`src/rtl/if_pkg.sv`:
```
// Shared types and constants for the instruction-fetch stage.
// Capacity (outstanding fetches + buffered instructions) is 2 when IF_PREFETCH_EN is defined, else 1.
package if_pkg;

  typedef enum logic [1:0] {
    IDLE,
    FETCH,
    WAIT,
    DRAIN
  } if_state_e;

  localparam int INSTR_W = 32;
  localparam int PC_STEP = 4;
  localparam logic [INSTR_W-1:0] NOP_INSTR = 32'h0000_0000;

`ifdef IF_PREFETCH_EN
  localparam int CAPACITY = 2;
`else
  localparam int CAPACITY = 1;
`endif

  // Wide enough to count 0..CAPACITY.
  localparam int CNT_W = 2;

endpackage

```
`src/rtl/if_buffer.sv`:
```
// Tagged instruction FIFO (depth 1 or 2) plus the in-order address tag queue of granted fetches.
// A flush empties both; the head entry is presented to decode through a valid/ready port.
module if_buffer
  import if_pkg::*;
#(
  parameter int ADDR_W = 32,
  parameter int DEPTH  = CAPACITY
) (
  input  logic               i_clk,
  input  logic               i_rst,
  input  logic               i_flush,
  input  logic               i_tag_push,
  input  logic [ADDR_W-1:0]  i_tag_addr,
  input  logic               i_rsp_valid,
  input  logic [INSTR_W-1:0] i_rsp_data,
  output logic               o_valid,
  input  logic               i_ready,
  output logic [INSTR_W-1:0] o_instr,
  output logic [ADDR_W-1:0]  o_pc,
  output logic [CNT_W-1:0]   o_count
);

  typedef struct packed {
    logic [INSTR_W-1:0] instr;
    logic [ADDR_W-1:0]  pc;
  } entry_t;

  entry_t            r_ent [DEPTH];
  logic [ADDR_W-1:0] r_tag [DEPTH];
  logic [CNT_W-1:0]  r_cnt;
  logic [CNT_W-1:0]  r_tag_cnt;

  logic             w_pop;
  logic [CNT_W-1:0] w_wr_idx;
  logic [CNT_W-1:0] w_tag_idx;

  assign w_pop     = o_valid && i_ready;
  assign w_wr_idx  = r_cnt - CNT_W'(w_pop);
  assign w_tag_idx = r_tag_cnt - CNT_W'(i_rsp_valid);

  assign o_valid = (r_cnt != '0);
  assign o_count = r_cnt;
  assign o_instr = o_valid ? r_ent[0].instr : NOP_INSTR;
  assign o_pc    = o_valid ? r_ent[0].pc : '0;

  always_ff @(posedge i_clk) begin
    if (i_rst || i_flush) begin
      r_cnt     <= '0;
      r_tag_cnt <= '0;
    end else begin
      r_cnt     <= r_cnt + CNT_W'(i_rsp_valid) - CNT_W'(w_pop);
      r_tag_cnt <= r_tag_cnt + CNT_W'(i_tag_push) - CNT_W'(i_rsp_valid);
    end
  end

  // NOTE: payload storage carries no reset; the counters alone define validity and the outputs are masked while empty.
  always_ff @(posedge i_clk) begin
    if (w_pop) begin
      for (int i = 0; i < DEPTH - 1; i++) r_ent[i] <= r_ent[i+1];
    end
    if (i_rsp_valid) begin
      for (int i = 0; i < DEPTH; i++) begin
        if (i == int'(w_wr_idx)) r_ent[i] <= '{instr: i_rsp_data, pc: r_tag[0]};
      end
      for (int i = 0; i < DEPTH - 1; i++) r_tag[i] <= r_tag[i+1];
    end
    if (i_tag_push) begin
      for (int i = 0; i < DEPTH; i++) begin
        if (i == int'(w_tag_idx)) r_tag[i] <= i_tag_addr;
      end
    end
  end

endmodule

```
`src/rtl/if_stage.sv`:
```
// Instruction-fetch stage: drives the PC register, issues in-order memory fetches and hands
// tagged instructions to decode; a redirect discards all in-flight work. Prefetch via IF_PREFETCH_EN.
module if_stage
  import if_pkg::*;
#(
  parameter int                ADDR_W   = 32,
  parameter logic [ADDR_W-1:0] RESET_PC = 32'h0000_0000
) (
  input  logic               i_clk,
  input  logic               i_rst,
  input  logic [ADDR_W-1:0]  i_pc_cur,
  output logic               o_pc_enable,
  output logic [ADDR_W-1:0]  o_pc_input,
  output logic               o_imem_req,
  output logic [ADDR_W-1:0]  o_imem_addr,
  input  logic               i_imem_gnt,
  input  logic               i_imem_rvalid,
  input  logic [INSTR_W-1:0] i_imem_rdata,
  input  logic               i_redirect_valid,
  input  logic [ADDR_W-1:0]  i_redirect_pc,
  output logic               o_id_valid,
  input  logic               i_id_ready,
  output logic [INSTR_W-1:0] o_id_instr,
  output logic [ADDR_W-1:0]  o_id_pc
);

  if_state_e        r_state;
  logic [CNT_W-1:0] r_outstanding;

  logic [CNT_W-1:0] w_buf_count;
  logic [CNT_W-1:0] w_outstanding_nxt;
  logic             w_handshake;
  logic             w_slot_free;
  logic             w_grant;
  logic             w_rsp;
  logic             w_capture;

  assign w_handshake = o_id_valid && i_id_ready;
  assign w_slot_free = ((r_outstanding + w_buf_count) < CNT_W'(CAPACITY)) || w_handshake;

  assign o_imem_req  = !i_rst && (r_state == FETCH) && !i_redirect_valid && w_slot_free;
  assign o_imem_addr = i_pc_cur;
  assign w_grant     = o_imem_req && i_imem_gnt;

  // Responses seen in DRAIN or in a redirect cycle belong to the discarded stream.
  assign w_rsp     = i_imem_rvalid && (r_outstanding != '0);
  assign w_capture = w_rsp && (r_state != DRAIN) && !i_redirect_valid;

  assign w_outstanding_nxt = r_outstanding + CNT_W'(w_grant) - CNT_W'(w_rsp);

  assign o_pc_enable = !i_rst && (i_redirect_valid || w_grant);

  // NOTE: every always_comb output gets a default before any branch so no latch is inferred.
  always_comb begin
    o_pc_input = i_pc_cur + ADDR_W'(PC_STEP);
    if (i_rst) begin
      o_pc_input = RESET_PC;
    end else if (i_redirect_valid) begin
      o_pc_input = {i_redirect_pc[ADDR_W-1:2], 2'b00};
    end
  end

  // In DRAIN the outstanding counter doubles as the drop counter.
  always_ff @(posedge i_clk) begin
    if (i_rst) begin
      r_state       <= IDLE;
      r_outstanding <= '0;
    end else begin
      r_outstanding <= w_outstanding_nxt;
      if (i_redirect_valid) begin
        r_state <= (w_outstanding_nxt != '0) ? DRAIN : FETCH;
      end else begin
        case (r_state)
          IDLE:        r_state <= FETCH;
          FETCH, WAIT: r_state <= (w_outstanding_nxt == CNT_W'(CAPACITY)) ? WAIT : FETCH;
          DRAIN:       if (w_outstanding_nxt == '0) r_state <= FETCH;
          default:     r_state <= IDLE;
        endcase
      end
    end
  end

  if_buffer #(
    .ADDR_W (ADDR_W),
    .DEPTH  (CAPACITY)
  ) u_buffer (
    .i_clk       (i_clk),
    .i_rst       (i_rst),
    .i_flush     (i_redirect_valid),
    .i_tag_push  (w_grant),
    .i_tag_addr  (i_pc_cur),
    .i_rsp_valid (w_capture),
    .i_rsp_data  (i_imem_rdata),
    .o_valid     (o_id_valid),
    .i_ready     (i_id_ready),
    .o_instr     (o_id_instr),
    .o_pc        (o_id_pc),
    .o_count     (w_buf_count)
  );

endmodule

```
`config.mk`:
```
export PLATFORM = sky130hd
export DESIGN_NAME = if_stage
export DESIGN_NICKNAME = d
export VERILOG_FILES = /design/src/rtl/if_pkg.sv /design/src/rtl/if_buffer.sv /design/src/rtl/if_stage.sv
export SDC_FILE = /design/constraint.sdc
export NUM_CORES = 1
export LEC_CHECK = 0
export CAP_MARGIN = 40
export CORE_MARGIN = 5
export CORE_UTILIZATION = 46
export DETAILED_ROUTE_END_ITERATION = 8
export GPL_TIMING_DRIVEN = 0
export PLACE_DENSITY = 0.87
export SETUP_SLACK_MARGIN = 0.1
export SLEW_MARGIN = 20
export SYNTH_ARGS = -nofsm -noshare
export SYNTH_HDL_FRONTEND = slang
export SYNTH_HIERARCHICAL = 1
export SYNTH_SLANG_ARGS = --single-unit
```
`constraint.sdc`:
```
create_clock -name i_clk -period 21.3 [get_ports i_clk]
set_input_delay 2.13 -clock i_clk [delete_from_list [all_inputs] [get_ports i_clk]]
set_output_delay 2.13 -clock i_clk [all_outputs]
set_load 0.01 [all_outputs]
```
; ---- Yosys cells after proc, flatten, opt, wreduce, memory -nomap -nowiden
; Memory sizes are Yosys's and may differ from the RTL's.
; Cells that the tools add are included.
[word_totals]
mem_count = 2
output_inout_bits = 131
inputBits = 102
ff_bits = 8
ramBits = 96
[memory_table]
columns = memory, words, width, rd, rd_clocked_by_memory_dff, write_ports, line
row1 = u_buffer.r_ent, 1, 64, 1, 0, 1, if_buffer.sv:28  ; entry_t r_ent [DEPTH];
row2 = u_buffer.r_tag, 1, 32, 1, 0, 1, if_buffer.sv:29  ; logic [ADDR_W-1:0] r_tag [DEPTH];
[classes]
add_sub_neg = 10
n_eq_ne = 6
magnitude_cmp = 1
reduce_logical = 22
mux = 15
[op_table]
columns = cell, count
row1 = 32-bit 2-to-1 mux, 4
row2 = "32-bit by 3-bit adder with 32-bit output, second input constant", 1
row3 = 2-bit by 1-bit subtractor with 2-bit output, 5
row4 = 1-bit logical AND, 9
row5 = 2-bit zero test, 4
row6 = 2-bit 2-to-1 mux, 4
row7 = 2-bit by 1-bit adder with 2-bit output, 3
row8 = 1-bit 2-to-1 mux, 6
row9 = 2-bit case mux with 3 select lines, 1
row10 = 2-bit nonzero test, 3
row11 = "2-bit by 1-bit equality test with 1-bit output, second input constant", 2
row12 = "2-bit equality test, second input constant", 2
row13 = 1-bit logical OR, 3
row14 = "3-bit != test, second input constant", 1
row15 = 2-bit adder, 1
row16 = 1-bit zero test, 2
row17 = "2-bit by 1-bit < comparator with 1-bit output, second input constant", 1
row18 = "2-bit != test, second input constant", 1
row19 = 2-bit OR reduction, 1

; ---- Longest topological paths before layout
; Gate-level depths: netlist of run 1.
[depth]
word_depth = 11
depth_mapped = 13

; ---- Modules after synthesis
; Netlist of run 1, hierarchy kept.
[by_module_without_submodules]
columns = module, area_each_um2, cells_each, instances
row1 = if_buffer, 3580.9, 194, 1
row2 = if_stage, 1664.1, 247, 1

; ---- Least setup slack after synthesis of run 1
; Ideal clock, no wire load.
[synth_timing]
path_kind = input -> register
start = input i_redirect_valid
end = memory u_buffer/r_ent[0][0] (netlist name) (enable)
stages = 4
slack_ns = 13.155
arrival_time_ns = 7.567
path_buffers = 2
setup_ns = 0.578
t_required_ns = 20.722
path_cell_list = clkbuf_1 buf_1 nor3b_1 nor3b_1
[synth_between]
elab_chain_cells = 4
[synth_lines]
columns = element, line
row1 = from (decl), if_stage.sv:19  ; input logic i_redirect_valid,
row2 = 1-bit zero test, if_stage.sv:47  ; assign w_capture = w_rsp && (r_state != DRAIN) && !i_redirect_valid;
row3 = 1-bit logical AND, if_stage.sv:47
row4 = named net w_capture, if_stage.sv:36  ; logic w_capture;
row5 = 1-bit 2-to-1 mux, if_buffer.sv:61  ; if (i_rsp_valid) begin
row6 = 1-bit 2-to-1 mux (implied by the code), if_buffer.sv:63  ; if (i == int'(w_wr_idx)) r_ent[i] <= '{instr: i_rsp_data, pc: r_tag[0]};
row7 = to (decl), if_buffer.sv:28
; The timed path passes the listed nets, and every way through them passes these cells.

; ---- Worst setup path in the final report of run 1
[layout_timing]
start = input i_pc_cur[2]
end = output o_pc_input[30]
[layout_between]
elab_chain_cells = 3
[layout_lines]
columns = element, line
row1 = from (decl), if_stage.sv:11  ; input logic [ADDR_W-1:0] i_pc_cur,
row2 = 32-bit by 3-bit adder with 32-bit output, if_stage.sv:55  ; o_pc_input = i_pc_cur + ADDR_W'(PC_STEP);
row3 = 32-bit 2-to-1 mux, if_stage.sv:58  ; end else if (i_redirect_valid) begin
row4 = 32-bit 2-to-1 mux, if_stage.sv:56  ; if (i_rst) begin
row5 = to (decl), if_stage.sv:13  ; output logic [ADDR_W-1:0] o_pc_input,
; No other way between the ends.

==> metrics.md, run 1 <==
| Metric | Value |
|---|---|
| # DRC | 0 |
| First drt pass iteration count | 5 |
| Via count | 4431 |
| Fillers | 827 |
| Max Clock Freq | 135.3 MHz |
| Net switching power figure | 0.1394 mW |
| Total GRT Usage | 0.2291 |
| Die height | 116.8 µm |
| DRT Wirelength | around 16000 µm |
| Cts bufs inserted | 9 |
| I/O pin count | 233 |
| Final period utilization | 0.3471 |
| Drt via density | 5.294 |
| RSZ-0062 raised after global routing | no |
| H-tree levels | 3 |
| Crit path launch | i_pc_cur[2] |
| Number of core rows | 39 |
| Final HPWL DP | 12530 µm |
| Post-CTS sizing | 0 |
| DIE WIDTH | approximately 120 µm |
| Pwr Density | 65.06 nW/µm² |
| Root Driver | clkbuf_16 |
| CP arrival | 5.26 ns |
| Mapped Nets | 552 |
| Final Setup Violations | 0 |
| Combinational power share | 0.223 |
| Largest net degree at the start of global routing | 32 |
| CP Max Fanout | 10 |
| Unique masters post-synth | 50 |
| Flip-flop and latch area | roughly 3000 µm² |
| Post-cts hold buffer count | 0 |
| Final ANT Viol Nets | 0 |
| Met2 wire length | between 7000 and 8000 µm |
| Core outline area | 11320 µm² |
| CTS tree | built |
| Status | finished clean |
| Internal Power | 0.3874 mW |
| Worst Path Class, Setup | primary input to primary output |
| EDFF count, synth | 96 |
| Peak supply drop | approximately 0.053 mV |
| Routed len/inst | ~19 µm |
| Met3 routed WL | 1366 µm |
| Cell count after synthesis | 441 |
| FF+latch count, synth | 104 |
| Synth top area cells | edfxtp_1, nor2b_1, buf_4 |
| Worst-Skew Late Latency | 0.34 ns |
| Clock Skew | 0.01047 ns |
| Critical Path RT | about 19 ns |
| Reg2reg start | r_outstanding[1] |
| Die area | 13640 µm² |
| Vias in the first global route | ~4400 |
| First-pass GRT wire length | 23720 µm |
| Seq/Total Area, Yosys | 0.5802 |
| Flop pwr share | 0.473 |
| Ys async rst share | 0 |
| Clock Path Buffers | 2 |
| Warnings, synthesis | 6 |
| Pins Over Slew Limit | 0 |
| Initial antenna violation count | 0 |
| Area share of the largest cell type after synthesis | 0.5496 |
| Top cell type by total area after synthesis | edfxtp_1 |
| Uppermost routed layer | met4 |
| Share of layout cells above drive strength 1 | 0.1037 |
| Leakage | 2.824 nW |
| Grt ovf | 0 |
| Sw Share | 0.2646 |
| Syn avg cell area | 11.89 µm² |
| Ant. Diodes | 0 |
| P&R area growth vs syn | 54.39% |
| Min-Delay Startpoint | u_buffer/r_tag[0][13] |
| Max Cap Viol | 0 |
| Main synth FF type | edfxtp_1 |
| Port bufs | 230 |
| Postcts setup bufs | 0 |
| Layout Nets | 800 |
| Final critical-path required period | 7.394 ns |
| Power share of the clock group | 0.303 |
| CTS Sinks | ~100 |
| Multi-input logic area | around 1800 µm² |
| Area of the mapped netlist | approximately 5200 µm² |
| Worst-Margin Slew | 0.7396 ns |
| GPL Wtd Cong | between 0.8 and 0.9 |
| Starting Density | 0.4633 |
| Total power | 0.5268 mW |
| Metal1 wirelength | between 6000 and 7000 µm |
| Final setup TNS | 0 ns |
| Worst hold path type | register to register |
| Final Hold Viols | 0 |
| Crit start category | primary input |
| Normalized max-slew margin | 0.5024 |
| Clock transition at the registers of the reported paths | 0.07 ns |
| 1st-iter DRT viols | 285 |
| Crit path capture type | primary output |
==> per-stage QoR <==
step / setup WS (ns) / cells / area [µm²] / hold WS, ns / util
4_1_cts: 13.88 / 837 / 8098 / 0.4199 / 0.7153
2_1_floorplan: 13.16 / 441 / 5245 / 0.4003 / -
6_report: 13.91 / 837 / 8098 / 0.4211 / 0.7153
5_1_grt: 13.77 / 837 / 8098 / 0.4276 / 0.7153
3_3_place_gp: 10.50 / 814 / 7726 / 0.4003 / 0.6825
3_5_place_dp: 13.89 / 821 / 7805 / 0.4045 / 0.6894
==> critical path: stages <==
cell and delay (ns):
clkdlybuf4s50_1 0.63, ha_1 0.26, nand3_1 0.24, or3_4 0.45, buf_6 0.15, or4_1 0.46, a311oi_1 0.30, clkdlybuf4s50_1 0.64
==> synthesized netlist by cell type, types with 8 or more instances <==
cell / number
a311oi_1: 9
clkbuf_1: 9
nand4_1: 9
nand2_1: 18
edfxtp_1: 96
nor3_1: 8
ha_1: 9
nor2_1: 34
xnor2_1: 11
dfxtp_1: 8
nor2b_1: 69
buf_4: 32
inv_1: 16
a211oi_1: 13
nand3_1: 10
==> layer usage <==
metal  vias up  GRT usage
met5         -          0
met4         0    0.08563
met3        37    0.05141
met2       234     0.4008
met1      2082     0.2767
li1       2078          -
==> final cells by class <==
type,instances,area share
well taps,143,0.02210
flip-flops and latches,104,0.3758
inverters,18,0.008344
multi-input cells,267,0.2196
clock inverters,7,0.008344
plain buffers,52,0.04481
clock buffers,9,0.02781
repair buffers,237,0.2933
==> layout by cell type, fill, tap and decap left out, drive strengths merged, types with 3 or more instances in the layout <==
cell / instances
and4: 6
clkdlybuf4s50: 230
or4: 7
nand4: 10
dfxtp: 8
nor4: 6
clkinvlp: 3
edfxtp: 96
inv: 19
a211oi: 13
a21oi: 5
xor2: 6
xnor2: 11
a2111oi: 5
nor3: 8
clkinv: 3
and3: 6
or3: 4
ha: 9
a311oi: 9
o31ai: 5
nor2: 34
clkbuf: 18
o21ai: 5
nand3: 10
nand2: 18
and2: 4
nor2b: 69
a31oi: 3
buf: 50
==> power by group through the flow <==
stage / clock network, mW / logic [mW] / registers (mW)
after floorplan: 0 / 0.0547 / 0.255
after detailed placement: 0 / 0.117 / 0.254
after CTS: 0.162 / 0.118 / 0.249
final: 0.160 / 0.118 / 0.249
after global routing: 0.172 / 0.128 / 0.251
after global placement: 0 / 0.109 / 0.257
==> cells by family after synthesis <==
family	share of synthesized area
AND/OR/NAND/NOR	0.2042
adder cells (fa/ha/maj)	0.02147
XOR/XNOR	0.03292
buffers and inverters	0.08206
multiplexers	0.001908
flip-flops	0.5802
AO/OA/AOI/OAI	0.07729
==> flip-flops by register name (all words and copies together), names as in the netlist <==
signal,count
u_buffer/r_ent,64
u_buffer/r_tag,32
r_outstanding,2
r_state,2
u_buffer/r_tag_cnt,2
u_buffer/o_count,2
==> path summary, 6_finish.rpt <==
path / end / slack [ns] / cells past startpoint
worst min register to register: u_buffer/r_ent[0][13] / 0.42 / 0
worst max-delay path: o_pc_input[30] / 13.91 / 8
worst max register to register: r_state[0] / 18.51 / 10
worst min-delay path: u_buffer/r_ent[0][13] / 0.42 / 0
(Power assumes the default switching activity.)
==> run 2: changes to the inputs <==
--- a/config.mk
+++ b/config.mk
@@ -7,10 +7,10 @@
 export LEC_CHECK = 0
 export CAP_MARGIN = 40
 export CORE_MARGIN = 5
-export CORE_UTILIZATION = 46
+export CORE_UTILIZATION = 42
 export DETAILED_ROUTE_END_ITERATION = 8
 export GPL_TIMING_DRIVEN = 0
-export PLACE_DENSITY = 0.87
+export PLACE_DENSITY = 0.8
 export SETUP_SLACK_MARGIN = 0.1
 export SLEW_MARGIN = 20
 export SYNTH_ARGS = -nofsm -noshare
==> constraint.sdc (replaced) <==
create_clock -name i_clk -period 7.5 [get_ports i_clk]
set_input_delay 0.75 -clock i_clk [delete_from_list [all_inputs] [get_ports i_clk]]
set_output_delay 0.75 -clock i_clk [all_outputs]
set_load 0.01 [all_outputs]
==> metrics.md, run 2 (synthesized netlist as in run 1, its figures left out) <==
| Metric | Value |
|---|---|
| Largest register FFs | 64 (unchanged) |
| Postcts setup bufs | 0 (unchanged) |
| Clock Path Buffers | 2 (unchanged) |
| Crit start category | primary input (unchanged) |
| Critical Path Sink | o_pc_input[28] (was o_pc_input[30]) |
| Worst-path cell chain | clkdlybuf4s50_1, ha_1, nand3_1, or3_4, buf_6, or4_1, a311oi_1, clkdlybuf4s50_1 (unchanged) |
| CP peak stage delay | 0.64 ns (about the same) |
| Worst Path Class, Setup | primary input to primary output (unchanged) |
| Share of layout cells above drive strength 1 | 0.1009 (was 0.1037) |
| Number of core rows | 40 (was 39) |
| Largest registers | u_buffer/r_ent x64, u_buffer/r_tag x32 (unchanged) |
| CP arrival | 3.82 ns (was 5.26 ns) |
| Crit path capture type | primary output (unchanged) |
| Final Setup Violations | 0 (unchanged) |
| Ant. Diodes | 0 (unchanged) |
| Via count | 4410 (was 4431) |
| Most common cell after layout, fill and taps aside | clkdlybuf4s50_1 (unchanged) |
| CTS Sinks | 104 (unchanged) |
| Root Driver | clkbuf_16 (unchanged) |
| Final period utilization | 0.6093 |
| DRT Wirelength | 15940 µm (was 15970 µm) |
| GPL Wtd Cong | 0.8301 (was 0.8579) |
| Status | finished clean (unchanged) |
| Worst hold path type | register to register (unchanged) |
| Total GRT Usage | 0.2109 (was 0.2291) |
| Crit path launch | i_pc_cur[2] (unchanged) |
| Grt ovf | 0 (unchanged) |
| Max Cap Viol | 0 (unchanged) |
| Reg-to-reg slack, setup | 4.66 ns (was 18.51 ns) |
| Layout Nets | 801 (was 800) |
| Critical Path RT | 6.75 ns (was 19.17 ns) |
| First drt pass iteration count | 6 (was 5) |
| Final critical-path required period | roughly 4.6 ns |
| First-pass GRT wire length | 24230 µm (was 23720 µm) |
| Normalized max-slew margin | 0.5158 (was 0.5024) |
| Clock Skew | 0.01056 ns (was 0.01047 ns) |
| Clock transition at the registers of the reported paths | 0.06 ns (was 0.07 ns) |
| Post-CTS sizing | 0 (unchanged) |
| Die height | 121.8 µm (was 116.8 µm) |
| GRT met3 Usage | 0.05478 (was 0.05141) |
| H-tree levels | 3 (unchanged) |
| Drt via density | 5.116 (was 5.294) |
| Die area | 14820 µm² (was 13640 µm²) |
| 1st-iter DRT viols | 274 (was 285) |
| RR Endpoint | r_state[1] (was r_state[0]) |
| Max Clock Freq | 218.8 MHz |
| Register bank with the most flops | u_buffer/r_ent (unchanged) |
| Port bufs | 230 (unchanged) |
| DIE WIDTH | 121.8 µm (was 116.8 µm) |
| CTS tree | built (unchanged) |
| R2r worst-path depth | 10 (unchanged) |
| Total power | 1.469 mW (was 0.5268 mW) |
| P&R area growth vs syn | 54.51% (was 54.39%) |
| Leakage | 2.827 nW (was 2.824 nW) |
| Final setup TNS | 0 ns (unchanged) |
| Starting Density | 0.4331 (was 0.4633) |
| Gr busiest metal | met2 (unchanged) |
| Peak supply drop | 0.08576 mV (was 0.05255 mV) |
| Reg2reg start | r_outstanding[1] (unchanged) |
| M2 GR Usage | 0.3805 (was 0.4008) |
| RSZ-0062 raised after global routing | no (unchanged) |
| Commonest non-fill, non-tap cells in the layout | clkdlybuf4s50_1, edfxtp_1, nor2b_1 (unchanged) |
| # DRC | 0 (unchanged) |
| Worst path most repeated cell | clkdlybuf4s50_1 (unchanged) |
| Critical path's slowest cell | clkdlybuf4s50_1 (unchanged) |
| Worst-Skew Late Latency | 0.34 ns (about the same) |
| Routed len/inst | 18.49 µm (was 19.08 µm) |
| Vias in the first global route | 4525 (was 4447) |
| Largest net degree at the start of global routing | 32 (unchanged) |
| Final ANT Viol Nets | 0 (unchanged) |
| Worst-Margin Slew | 0.7197 ns (was 0.7396 ns) |
| Post-cts hold buffer count | 0 (unchanged) |
| CP top delay family | buffers and inverters (unchanged) |
| Bufs and invs on worst path | 3 (unchanged) |
| Final HPWL DP | 12670 µm (was 12530 µm) |
| Pwr Density | 181.3 nW/µm² (was 65.06 nW/µm²) |
| GR Layer Usage met1 | 0.2427 (was 0.2767) |
| I/O pin count | 233 (unchanged) |
| Final Hold Viols | 0 (unchanged) |
| Core outline area | 12110 µm² (was 11320 µm²) |
| Flip-flop and latch area | 3043 µm² (unchanged) |
| Initial antenna violation count | 0 (unchanged) |
| Crit path depth | 8 (unchanged) |
| Pins Over Slew Limit | 0 (unchanged) |
| Cts bufs inserted | 9 (unchanged) |
| Multi-input logic area | 1778 µm² (unchanged) |
| CP Max Fanout | 10 (unchanged) |
| Fillers | 935 (was 827) |
## run 2: changes by cell type in the layout (fill, tap and decap cells not counted)
cell        before  now
clkinv_1         1    3
buf_4           36   37
clkinv_8         1    0
clkinv_2         0    2
clkinvlp_4       3    0
inv_8            1    0
## run 2: power breakdown
group | switching [mW] | internal [mW]
Sequential | 0.0153 | 0.694
Clock | 0.204 | 0.222
Combinational | 0.160 | 0.175
Total | 0.379 | 1.09
## run 2: cell type report
cell class / count / area share
timing repair buffer: 238 / 0.2940
buffer: 52 / 0.04477
clock buffer: 9 / 0.02779
clock inverter: 6 / 0.004323
inverter: 18 / 0.008337
tap: 168 / 0.02594
multi-input combinational: 267 / 0.2194
sequential: 104 / 0.3755
## run 2: how the worst min path moves through the flow
stage                          start                     to  depth (start not counted)
2_1_floorplan   u_buffer/r_tag[0][0]   u_buffer/r_ent[0][0]                          0
3_5_place_dp   u_buffer/r_tag[0][22]  u_buffer/r_ent[0][22]                          0
4_1_cts        u_buffer/r_tag[0][27]  u_buffer/r_ent[0][27]                          0
5_1_grt         u_buffer/r_tag[0][4]   u_buffer/r_ent[0][4]                          0
3_3_place_gp   u_buffer/r_tag[0][31]  u_buffer/r_ent[0][31]                          0
6_report       u_buffer/r_tag[0][27]  u_buffer/r_ent[0][27]                          0
## run 2: worst register-to-register path, stage by stage, from the launching register on
cell and delay (ns):
dfxtp_1 0.41, xor3_1 0.44, o21ai_0 0.36, nand4_1 0.20
ha_1 0.32, inv_1 0.04, ha_1 0.17, xnor2_1 0.25
xnor2_1 0.19, nor2_1 0.07, o311a_1 0.28
## run 2: per-stage QoR
step / std cells / setup slack (ns) / util / hold WS [ns] / cell area (µm²)
finish: 862 / 2.931 / 0.6691 / 0.4191 / 8104
global route: 862 / 2.712 / 0.6691 / 0.4242 / 8104
CTS: 862 / 2.880 / 0.6691 / 0.4202 / 8104
detailed placement: 847 / 2.882 / 0.6476 / 0.4045 / 7844
global placement: 839 / -2.015 / 0.6405 / 0.4007 / 7757
floorplan: 441 / 0.7352 / - / 0.4003 / 5245
## run 2: layer usage
metal | wire [µm] | vias to the layer above
li1 | - | 2087
met1 | 6039 | 2054
met2 | 8011 | 246
met3 | 1595 | 23
met4 | 294 | 0
met5 | 0 | -
